File: config.mk
export PLATFORM = sky130hd
export DESIGN_NAME = fetch_unit
export DESIGN_NICKNAME = d
export VERILOG_FILES = /design/src/rtl/cpu_pkg.sv /design/src/rtl/fetch_unit.sv
export SDC_FILE = /design/constraint.sdc
export NUM_CORES = 1
export LEC_CHECK = 0
export CELL_PAD_IN_SITES_DETAIL_PLACEMENT = 1
export CELL_PAD_IN_SITES_GLOBAL_PLACEMENT = 1
export CORE_MARGIN = 2
export CORE_UTILIZATION = 35
export DETAILED_ROUTE_END_ITERATION = 7
export PLACE_DENSITY = 0.87
export SETUP_SLACK_MARGIN = 0.3
export SYNTH_ARGS = -nofsm -noshare
export SYNTH_HDL_FRONTEND = slang
export SYNTH_SLANG_ARGS = --single-unit
File: constraint.sdc
create_clock -name clk -period 3.4 [get_ports clk]
set_input_delay 0.51 -clock clk [delete_from_list [all_inputs] [get_ports clk]]
set_output_delay 0.51 -clock clk [all_outputs]
set_load 0.02 [all_outputs]
File: src/rtl/cpu_pkg.sv
`default_nettype none
// ============================================================================
// cpu_pkg : shared fetch FSM encoding and instruction-field constants
// Rev 1.0 : initial release
// ============================================================================
package cpu_pkg;

  typedef enum logic [1:0] {
    ST_IDLE  = 2'd0,
    ST_FETCH = 2'd1,
    ST_HOLD  = 2'd2,
    ST_HALT  = 2'd3
  } fetch_state_t;

  localparam logic [5:0]  OP_HALT = 6'b111111;
  localparam logic [31:0] PC_STEP = 32'd4;
  localparam int          OPC_MSB = 31;
  localparam int          OPC_LSB = 26;

  function automatic logic [5:0] opcode_of(input logic [31:0] word);
    return word[OPC_MSB:OPC_LSB];
  endfunction

endpackage
`default_nettype wire

File: src/rtl/fetch_unit.sv
`default_nettype none
// ============================================================================
// fetch_unit : PC holder, imem req/ack fetch and valid/ready delivery to decode
// Rev 1.0 : initial release
// ============================================================================
module fetch_unit
  import cpu_pkg::*;
#(
  parameter logic [31:0] RESET_PC = 32'h0000_0000,
  parameter int          CNT_W    = 16
) (
  input  logic             clk,
  input  logic             rst_n,
  output logic             imem_req,
  output logic [31:0]      imem_addr,
  input  logic             imem_ack,
  input  logic [31:0]      imem_rdata,
  output logic             instr_valid,
  input  logic             decode_ready,
  output logic [31:0]      instr,
  output logic [31:0]      instr_pc,
  input  logic             branch_taken,
  input  logic [31:0]      branch_target,
  output logic             halted,
  output logic [CNT_W-1:0] fetch_count
);

  fetch_state_t     r_state, w_state_nxt;
  logic [31:0]      r_pc, w_pc_nxt;
  logic [31:0]      r_instr, r_instr_pc;
  logic [CNT_W-1:0] r_fetch_count;
  logic             r_imem_req, r_instr_valid, r_halted;
  logic             w_capture, w_handshake;
  logic [31:0]      w_target;

  assign w_target = branch_target & ~32'd3;

  // Redirect is checked first in every live state so it beats ack and halt.
  always_comb begin
    w_state_nxt = r_state;
    w_pc_nxt    = r_pc;
    w_capture   = 1'b0;
    w_handshake = 1'b0;
    case (r_state)
      ST_IDLE: begin
        w_state_nxt = ST_FETCH;
        if (branch_taken) w_pc_nxt = w_target;
      end
      ST_FETCH: begin
        if (branch_taken) begin
          w_pc_nxt = w_target;
        end else if (imem_ack) begin
          w_capture   = 1'b1;
          w_pc_nxt    = r_pc + PC_STEP;
          w_state_nxt = ST_HOLD;
        end
      end
      ST_HOLD: begin
        w_handshake = decode_ready;
        if (branch_taken) begin
          w_pc_nxt    = w_target;
          w_state_nxt = ST_FETCH;
        end else if (decode_ready) begin
          w_state_nxt = (opcode_of(r_instr) == OP_HALT) ? ST_HALT : ST_FETCH;
        end
      end
      ST_HALT: begin
        w_state_nxt = ST_HALT;
      end
      default: begin
        w_state_nxt = ST_IDLE;
      end
    endcase
  end

  always_ff @(posedge clk or negedge rst_n) begin
    if (!rst_n) begin
      r_state <= ST_IDLE;
      r_pc    <= RESET_PC;
    end else begin
      r_state <= w_state_nxt;
      r_pc    <= w_pc_nxt;
    end
  end

  // Outputs are registered from the next state so they line up with r_state.
  always_ff @(posedge clk or negedge rst_n) begin
    if (!rst_n) begin
      r_imem_req    <= 1'b0;
      r_instr_valid <= 1'b0;
      r_halted      <= 1'b0;
      r_instr       <= 32'd0;
      r_instr_pc    <= 32'd0;
      r_fetch_count <= '0;
    end else begin
      r_imem_req    <= (w_state_nxt == ST_FETCH);
      r_instr_valid <= (w_state_nxt == ST_HOLD);
      r_halted      <= (w_state_nxt == ST_HALT);
      if (w_capture) begin
        r_instr    <= imem_rdata;
        r_instr_pc <= r_pc;
      end
      if (w_handshake) r_fetch_count <= r_fetch_count + CNT_W'(1);
    end
  end

  assign imem_req    = r_imem_req;
  assign imem_addr   = r_pc;
  assign instr_valid = r_instr_valid;
  assign instr       = r_instr;
  assign instr_pc    = r_instr_pc;
  assign halted      = r_halted;
  assign fetch_count = r_fetch_count;

endmodule
`default_nettype wire

### Word-level counts from Yosys, hierarchy flattened

Cells that the tools add are included.
Widths: inputs -> output; s select.

| storage, ports and cells | value |
|---|---|
| register bits | 117 |

| cells by class | value |
|---|---|
| eq/ne operators | 9 |
| multiplexer cells | 14 |
| add/subtract/negate cells | 2 |
| reductions and logical operators | 4 |

Operators by type and width:

| operator | count |
|---|---|
| $mux 32 | 3 |
| $pmux 32 s2 | 1 |
| $add 32x3->32 const B | 1 |
| $add 16x1->16 const B | 1 |
| $mux 2 | 5 |
| $eq 2x2->1 const B | 4 |
| $pmux 2 s4 | 1 |
| $eq 6x6->1 const B | 1 |
| $eq 2x1->1 const B | 2 |
| $mux 1 | 4 |
| $ne 3x3->1 const B | 1 |
| $reduce_and 3->1 | 1 |
| $logic_not 2->1 | 1 |
| $ne 2x1->1 const B | 1 |
| $reduce_bool 2->1 | 1 |
| $reduce_or 2->1 | 1 |

### Depth between registers and ports, before layout

Gate-level depths: netlist of the first run.

| depth | value |
|---|---|
| depth after elaboration | 6 |
| depth in mapped cells | 8 |
| depth with buffers taken out | 6 |

### Worst setup path after synthesis of the first run

No wires, ideal clock.

| timing | value |
|---|---|
| path type | flip-flop to flip-flop |
| start point | reg r_pc[9] (netlist: imem_addr[9]) |
| end point | reg r_pc[31] (netlist: imem_addr[31]) |
| library setup time | 131 ps |
| clock period less this slack | 1,945 ps |
| data arrival time | 1,814 ps |
| path slack | 1,455 ps |
| required time | 3,269 ps |
| path buffers | 1 |
| stages on the path, launching flop included | 7 |
| cell sequence | dfrtp_1 > buf_4 > and4_1 > nand3_2 > nor4_4 > a21oi_1 > or3_1 |

| between the ends | value |
|---|---|
| longest elaborated chain between the ends | 4 |

Ends and longest elaborated chain:

| item | RTL line | source |
|---|---|---|
| start, declared | fetch_unit.sv:29 | `logic [31:0] r_pc, w_pc_nxt;` |
| start signal, assigned | fetch_unit.sv:82 | `r_pc <= w_pc_nxt;` |
| $add 32x3->32 | fetch_unit.sv:54 | `w_pc_nxt = r_pc + PC_STEP;` |
| $mux 32 | fetch_unit.sv:52 | `end else if (imem_ack) begin` |
| $mux 32 | fetch_unit.sv:50 | `if (branch_taken) begin` |
| $pmux 32 s2 | fetch_unit.sv:44 | `case (r_state)` |

No other way between the ends. The select of a mux whose other input is x is not followed.
A chain may end at the register's enable or synchronous reset.

### Final worst setup path of the first run

| timing | value |
|---|---|
| start point | in branch_taken |
| end point | reg r_pc[31] (netlist: imem_addr[31]) |

| between the ends | value |
|---|---|
| longest elaborated chain between the ends | 2 |

Ends and longest elaborated chain:

| item | RTL line | source |
|---|---|---|
| start, declared | fetch_unit.sv:22 | `input logic branch_taken,` |
| $ne 3x3->1 (no line), or another cell as far along | -- |  |
| $reduce_and 3->1 (no line) or $pmux 32 s2 (tied branches) | -- |  |

Parallel ways exist; a longest one is shown, timed or not.

==> summary.md, run 1 <==
| Metric | Value |
|---|---|
| FF-to-FF End | imem_addr[24] |
| Psw | about 3000 µW |
| Reg2reg start | imem_addr[2] |
| Max VDD drop | a little under 0.5 mV |
| Post_cts resized | 0 |
| Residual DRC | 0 |
| Pwr per Cell Area | just under 1000 mW/mm² |
| Fmax | 433 MHz |
| Global-route met2 utilization | about 38% |
| Post-synth top cells | 218 x nand2_1, 113 x dfrtp_1, 27 x a21oi_1, 21 x clkbuf_1, 21 x nand3_1 |
| Multi-input logic area | about 0.0022 mm² |
| Post-layout minimum cycle time | about 2.3 ns |
| Final WL | about 18,000 µm |
| Global route hottest layer | met2 |
| Post-CTS Setup Repair Bufs | 0 |
| Cell taking the most area after synthesis | dfrtp_1 |
| Num CTS Buffers | 17 |
| Antenna-violating nets left | 0 |
| P&R area growth vs syn | 48.7% |
| Diodes inserted | 0 |
| Vias in the first global route | 5,384 |
| Synth top area cells | dfrtp_1 55%, nand2_1 16%, a21oi_1 2.6% |
| DR vias/cell | 5.26 |
| Setup crit end kind | flop |
| CP Class | in -> reg |
| Placed Cells | 917 |
| Main flop type after synthesis | dfrtp_1 |
| Core footprint | 0.0145 mm² |
| CTS tree | built |
| R2R depth | 6 |
| First drt pass iteration count | 4 |
| Synth warn | 0 |
| Initial cell density of the core | about 36% |
| Gate power share | between 40% and 50% |
| DP HPWL | 12,200 µm |
| Mapped Cells | 579 |
| Grt ovf | 0 |
| I/O Pins | roughly 180 |
| Status | complete, no violations |
| RSZ-0062 raised after global routing | false |
| Detailed Route Iter0 Violations | roughly 260 |
| MaxCap Viol Count | 0 |
| TNS Setup | 0 ns |
| Setup-failing EPs final | 0 |
| Clk slew on worst S/H paths | 0.05 ns |
| Clk_skew | 0.00758 ns |
| Number of fill cells in the layout | 1,658 |
| Pint | about 4500 µW |
| Static leakage | ~0.0034 µW |
| Slew Limit Fails | 0 |
| Slew margin rel. | 48.2% |
| CP peak stage delay | around 0.63 ns |
| DR vias | ~5,000 |
| Unique masters post-synth | ~50 |
| Clock Sinks | around 110 |
| Post-Syn Area | around 0.0052 mm² |
| Share of cells above drive strength 1 | between 6 and 7% |
| Part of the power in the clock network | approximately 23% |
| Worst-Skew Late Latency | between 0.4 and 0.5 ns |
| Ys async rst share | 100% |
| Worst Hold Class | in -> async |
| Final period util | between 60% and 70% |
| Yosys top cell area share | between 50% and 60% |
| Flop2flop setup slack | approximately 1.2 ns |
| Post-Layout Cell Count | 948 |
| Share of power burned in registers | 33.8% |
| Die Ht | 126 µm |
| Total chip power | ~7500 µW |
| Initial antenna violation count | 0 |
| WL/cell | ~19 µm |
| Final hold slack | approximately 0.16 ns |
| First-pass GRT wire length | 28,500 µm |
| Reg area | 0.00283 mm² |
| Die area | 0.0158 mm² |
| Hold Vio Cnt, Final | 0 |
| Sequential element share of the synthesized area | a little over half |
| Port Buffers | around 180 |
| CP Max Fanout | 14 |
| Gpl congestion | 0.812 |
| DIE WIDTH | approximately 130 µm |
| Deepest clock path buffer count | 2 |
| Rows | 44 |
| CP max-delay cell | clkdlybuf4s50_1 |
| CTS root buf | clkbuf_16 |
| Most numerous cell in the Yosys netlist | nand2_1 |
| Largest net degree at the start of global routing | between 50 and 60 |
| Post-synthesis register bit count | 113 |
| Post-synth EDFFs | 0 |
| Nets | roughly 820 |
| Global Route Usage Sum | a little under a quarter |
| Startpoint types | primary input |
| Met3 usage | approximately 5.9% |
| Critical path arrival | roughly 2.6 ns |
| Htree depth | 4 |
| Slew @ Worst Pin | slightly below 0.8 ns |
| Cts hold-fix bufs | 0 |
| CP Data Required Time | around 3.7 ns |
| Avg Cell Area, Syn | around 8.9 µm² |
| Switching share of power | roughly 40% |
| M1 GR Usage | 29.3% |
| CP Cell Sequence | clkdlybuf4s50_1, a21o_1, nand2_1, nor2_1, a22o_1, or3_1 |
## layer usage
metal / part of all wire, % / vias up
met5: 0 / -
met2: 50 / 147
met4: 1.5 / 0
met1: 43 / 2521
met3: 5.2 / 22
li1: - / 2295
## final cells by class
cell class | instances | area share [%]
Tap cell | 184 | 3.00
Sequential cell | 113 | 36.8
Inverter | 6 | 0.293
Clock inverter | 5 | 0.651
Clock buffer | 26 | 6.76
Multi-Input combinational cell | 427 | 28.3
Timing Repair Buffer | 187 | 24.2
## power by group through the flow
stage	clock network, µW	logic (µW)	registers [µW]
4_1_cts	1730	3290	2520
6_report	1700	3250	2520
5_1_grt	1780	3500	2620
3_5_place_dp	0	3240	2530
2_1_floorplan	0	992	3070
3_3_place_gp	0	3130	2480
## worst max-delay path, delay by kind of cell
family                 cells  cell delay, ns
AND/OR/NAND/NOR            3            0.91
buffers and inverters      1            0.63
AO/OA/AOI/OAI              2            0.54
## how the worst max path moves through the flow
stage	startpoint	endpoint	slack (ns)	depth (start not counted)
2_1_floorplan	imem_addr[9]	imem_addr[31]	1.46	6
3_3_place_gp	branch_taken	imem_addr[31]	0.77	6
3_5_place_dp	branch_taken	imem_addr[31]	0.66	6
4_1_cts	branch_taken	imem_addr[31]	1.11	6
5_1_grt	branch_taken	imem_addr[17]	0.94	7
6_report	branch_taken	imem_addr[31]	1.09	6
## kinds of logic (layout without fill, tap and decap cells)
kind of cell / after synthesis / in the layout / share of synthesized area (%)
fa+ha+maj: 2 / 2 / 0.484
flops: 113 / 113 / 54.7
compound gates: 91 / 91 / 11.2
xor+xnor: 15 / 15 / 2.54
other cells: 1 / 4 / 0.0726
simple gates: 315 / 315 / 27.4
buf+inv: 42 / 224 / 3.58
## metrics by stage
stage	util [%]	area [µm²]	setup slack, ns
floorplan	-	5180	1.46
global placement	49.1	7120	0.771
detailed placement	49.1	7120	0.663
CTS	53.1	7680	1.11
global route	53.1	7680	0.937
finish	53.1	7680	1.09
## cell usage in the layout (no fill, tap or decap), types with 6 or more instances in the layout
| master | count |
|---|---|
| nand3_1 | 21 |
| inv_1 | 6 |
| o22ai_1 | 8 |
| nand4_1 | 10 |
| dfrtp_1 | 113 |
| o21ai_1 | 6 |
| a21oi_1 | 27 |
| and3_1 | 9 |
| o21ai_0 | 14 |
| clkbuf_16 | 17 |
| a2bb2oi_1 | 9 |
| xnor2_1 | 13 |
| clkdlybuf4s50_1 | 176 |
| buf_4 | 10 |
| nand2_1 | 217 |
| nor2_1 | 14 |
| nor3_1 | 8 |
| clkbuf_8 | 6 |
## flip-flops by register name, summed over array words and instances (netlist names)
| name | count |
|---|---|
| instr | 32 |
| imem_addr | 30 |
| instr_pc | 30 |
| fetch_count | 16 |
| r_state | 2 |
| halted | 1 |
| imem_req | 1 |
| instr_valid | 1 |
Power figures use the tool's default switching activity.
==> inputs of run 2 (changes only) <==
- CORE_UTILIZATION: 35 -> 30
- PLACE_DENSITY: 0.87 -> 0.79
- clock period: 3.4 -> 2.05 ns (I/O delays scaled with it)
==> run 2 against run 1 <==
Net effect: clock power up 68%; combinational power up 82%; clock skew up 0.0068 ns; global-route usage down 2.9 points; sequential cell count unchanged; clock-buffer cell count down 6; largest cell class unchanged.
==> summary.md, run 2 (same netlist as run 1, synthesis figures left out) <==
| Metric | Value |
|---|---|
| Slew Limit Fails | 0 (unchanged) |
| Final hold slack | 0.358 ns (+0.202 ns) |
| Fmax | approximately 580 MHz |
| CP Max Fanout | 7 (-7) |
| Placed Cells | 973 (+6.1%) |
| Final period util | a little over four fifths |
| Initial cell density of the core | 30.9% (-4.7 points) |
| Top Metal Used | met5 |
| Core footprint | 0.0167 mm² (+15%) |
| Antenna-violating nets left | 0 (unchanged) |
| Post-layout minimum cycle time | 1.72 ns |
| Hold Vio Cnt, Final | 0 (unchanged) |
| Residual DRC | 0 (unchanged) |
| Switching share of power | 40.2% (+0.56 points) |
| Final WL | 18,400 µm (+4.5%) |
| Total chip power | 12,800 µW (+72%) |
| Static leakage | 0.00390 µW (+13%) |
| DR vias | 5,100 (+2.3%) |
| Startpoint types | flop |
| Leading cell type in the layout, fill and taps excluded | nand2_1 |
| Post-Layout Cell Count | 1,026 (+8.2%) |
| CP Cell Sequence | and3_4, nand3_2, nor4_4, buf_6, a21oi_1, or3_1 |
| Max FFs per register | 32 (unchanged) |
| DP HPWL | 12,700 µm (+4.0%) |
| Crit path buf inv count | 1 (unchanged) |
| Psw | 5160 µW (+74%) |
| MaxCap Viol Count | 0 (unchanged) |
| Global Route Usage Sum | 20.0% (-2.9 points) |
| Grt ovf | 0 (unchanged) |
| CP peak stage delay | 0.41 ns (-0.22 ns) |
| Max VDD drop | 0.846 mV (+76%) |
| CTS tree | built |
| Largest delay share family, worst path | simple AND/OR/NAND/NOR gates |
| Clk slew on worst S/H paths | 0.06 ns (about the same) |
| Part of the power in the clock network | 22.3% (-0.5 points) |
| CP max-delay cell | dfrtp_2 |
| Gpl congestion | 0.801 (-1.4%) |
| RSZ-0062 raised after global routing | true |
| Nets | 864 (+5.0%) |
| Rows | 47 (+6.8%) |
| Htree depth | 4 (unchanged) |
| Most frequent cells in the layout | 214 x nand2_1, 123 x clkdlybuf4s50_1, 98 x dfrtp_1 |
| Critical path arrival | 2.01 ns (-0.59 ns) |
| TNS Setup | 0 ns (unchanged) |
| Worst-Skew Late Latency | 0.42 ns (about the same) |
| WL/cell | 17.9 µm (-3.4%) |
| CP Data Required Time | 2.34 ns (-1.35 ns) |
| Deepest clock path buffer count | 2 (unchanged) |
| P&R area growth vs syn | 59.2% |
| CP Class | reg -> reg |
| Flop2flop setup slack | 0.33 ns (-0.87 ns) |
| Num CTS Buffers | 17 (unchanged) |
| Share of power burned in registers | 31.5% (-2.3 points) |
| Die area | 0.0183 mm² (+16%) |
| Setup-failing EPs final | 0 (unchanged) |
| Setup crit end kind | flop |
| Detailed Route Iter0 Violations | 161 (-39%) |
| Status | complete, no violations |
| Largest net degree at the start of global routing | 53 (-3.6%) |
| Met3 routed WL | 915 µm (+0.33%) |
| Die Ht | 135 µm (+7.8%) |
| First-pass GRT wire length | 28,400 µm (-0.41%) |
| Gate power share | 46.2% (+2.8 points) |
| CTS root buf | clkbuf_16 |
| Clock Sinks | 113 (unchanged) |
| Routed wl met2 | 9200 µm (+4.5%) |
| Pint | 7680 µW (+70%) |
| Number of fill cells in the layout | 1,937 (+17%) |
| Pwr per Cell Area | 1560 mW/mm² (+61%) |
| Vias in the first global route | 5,446 (+1.2%) |
| Clk_skew | 0.0144 ns (+0.00680 ns) |
| Worst Hold Class | in -> async |
| First drt pass iteration count | 4 (unchanged) |
| Port Buffers | 177 (unchanged) |
| I/O Pins | 184 (unchanged) |
| DIE WIDTH | 135 µm (+7.8%) |
| Wl on met1 | 7950 µm (+5.0%) |
| DR vias/cell | 4.97 (-5.5%) |
| Share of cells above drive strength 1 | 15.0% (+8.7 points) |
| Initial antenna violation count | 2 (+2) |
run 2: cell types whose count changed in the layout (fill, tap and decap cells not counted), sizes merged:
cell and delta:
bufinv +1, dlygate4sd2 +44, clkbuf -5, clkdlybuf4s50 -53
buf +39, dlygate4sd3 +1, diode +1, clkinv +3
clkinvlp +2, dlymetal6s2s +9
run 2: worst reg2reg max path: stages (launching register included):
cell and delay (ns):
dfrtp_2 0.41, and3_4 0.21, nand3_2 0.13, nor4_4 0.31
buf_6 0.17, a21oi_1 0.06, or3_1 0.30
run 2: repair_timing:
action | 4_1_cts | 5_1_grt
hold buffers | 1 | 0
resized for setup | 50 | 30
pin swaps | 1 | 7
cloned | 0 | 1
setup buffers | 8 | 11
setup endpoints to repair | 54 | 35
endpoints found under the hold margin | 24 | 0
run 2: routing by layer:
metal | GRT usage, % | up-vias
met5 | 0 | -
met4 | 6.83 | 2
met2 | 34.5 | 156
li1 | - | 2380
met1 | 24.4 | 2537
met3 | 4.94 | 25
run 2: area by class of cell:
class,instances,area [µm²],share of cell area [%]
Timing Repair Buffer,228,2230,27.1
Tap cell,220,275,3.35
Sequential cell,113,2850,34.6
Antenna cell,1,2.50,0.0304
Clock buffer,20,457,5.55
Inverter,6,22.5,0.274
Clock inverter,11,114,1.38
Multi-Input combinational cell,427,2280,27.7
run 2: through the flow:
stage          util, %  area (µm²)  setup slack (ns)
6_report          49.3        8230             0.329
5_1_grt           49.3        8230             0.242
4_1_cts           48.0        8010             0.299
3_5_place_dp      44.3        7400            0.0110
3_3_place_gp      44.3        7400            0.0981
2_1_floorplan        -        5210             0.268
run 2: final timing paths:
check / startpoint / end / cells after the start
setup / recovery: imem_addr[15] / imem_addr[31] / 6
hold / removal: rst_n / fetch_count[10] / 2
setup reg to reg: imem_addr[15] / imem_addr[31] / 6
hold reg to reg: instr_pc[2] / instr_pc[2] / 2
max in group asynchronous: rst_n / imem_addr[7] / 3
min in group clk: imem_rdata[14] / instr[14] / 3
run 2: power by group through the flow:
stage / Sequential (µW) / Combinational, µW / Clock (µW)
2_1_floorplan: 5120 / 1660 / 0
3_3_place_gp: 4020 / 5630 / 0
3_5_place_dp: 4090 / 5800 / 0
4_1_cts: 4030 / 5740 / 2920
5_1_grt: 4170 / 6390 / 3040
6_report: 4040 / 5930 / 2860
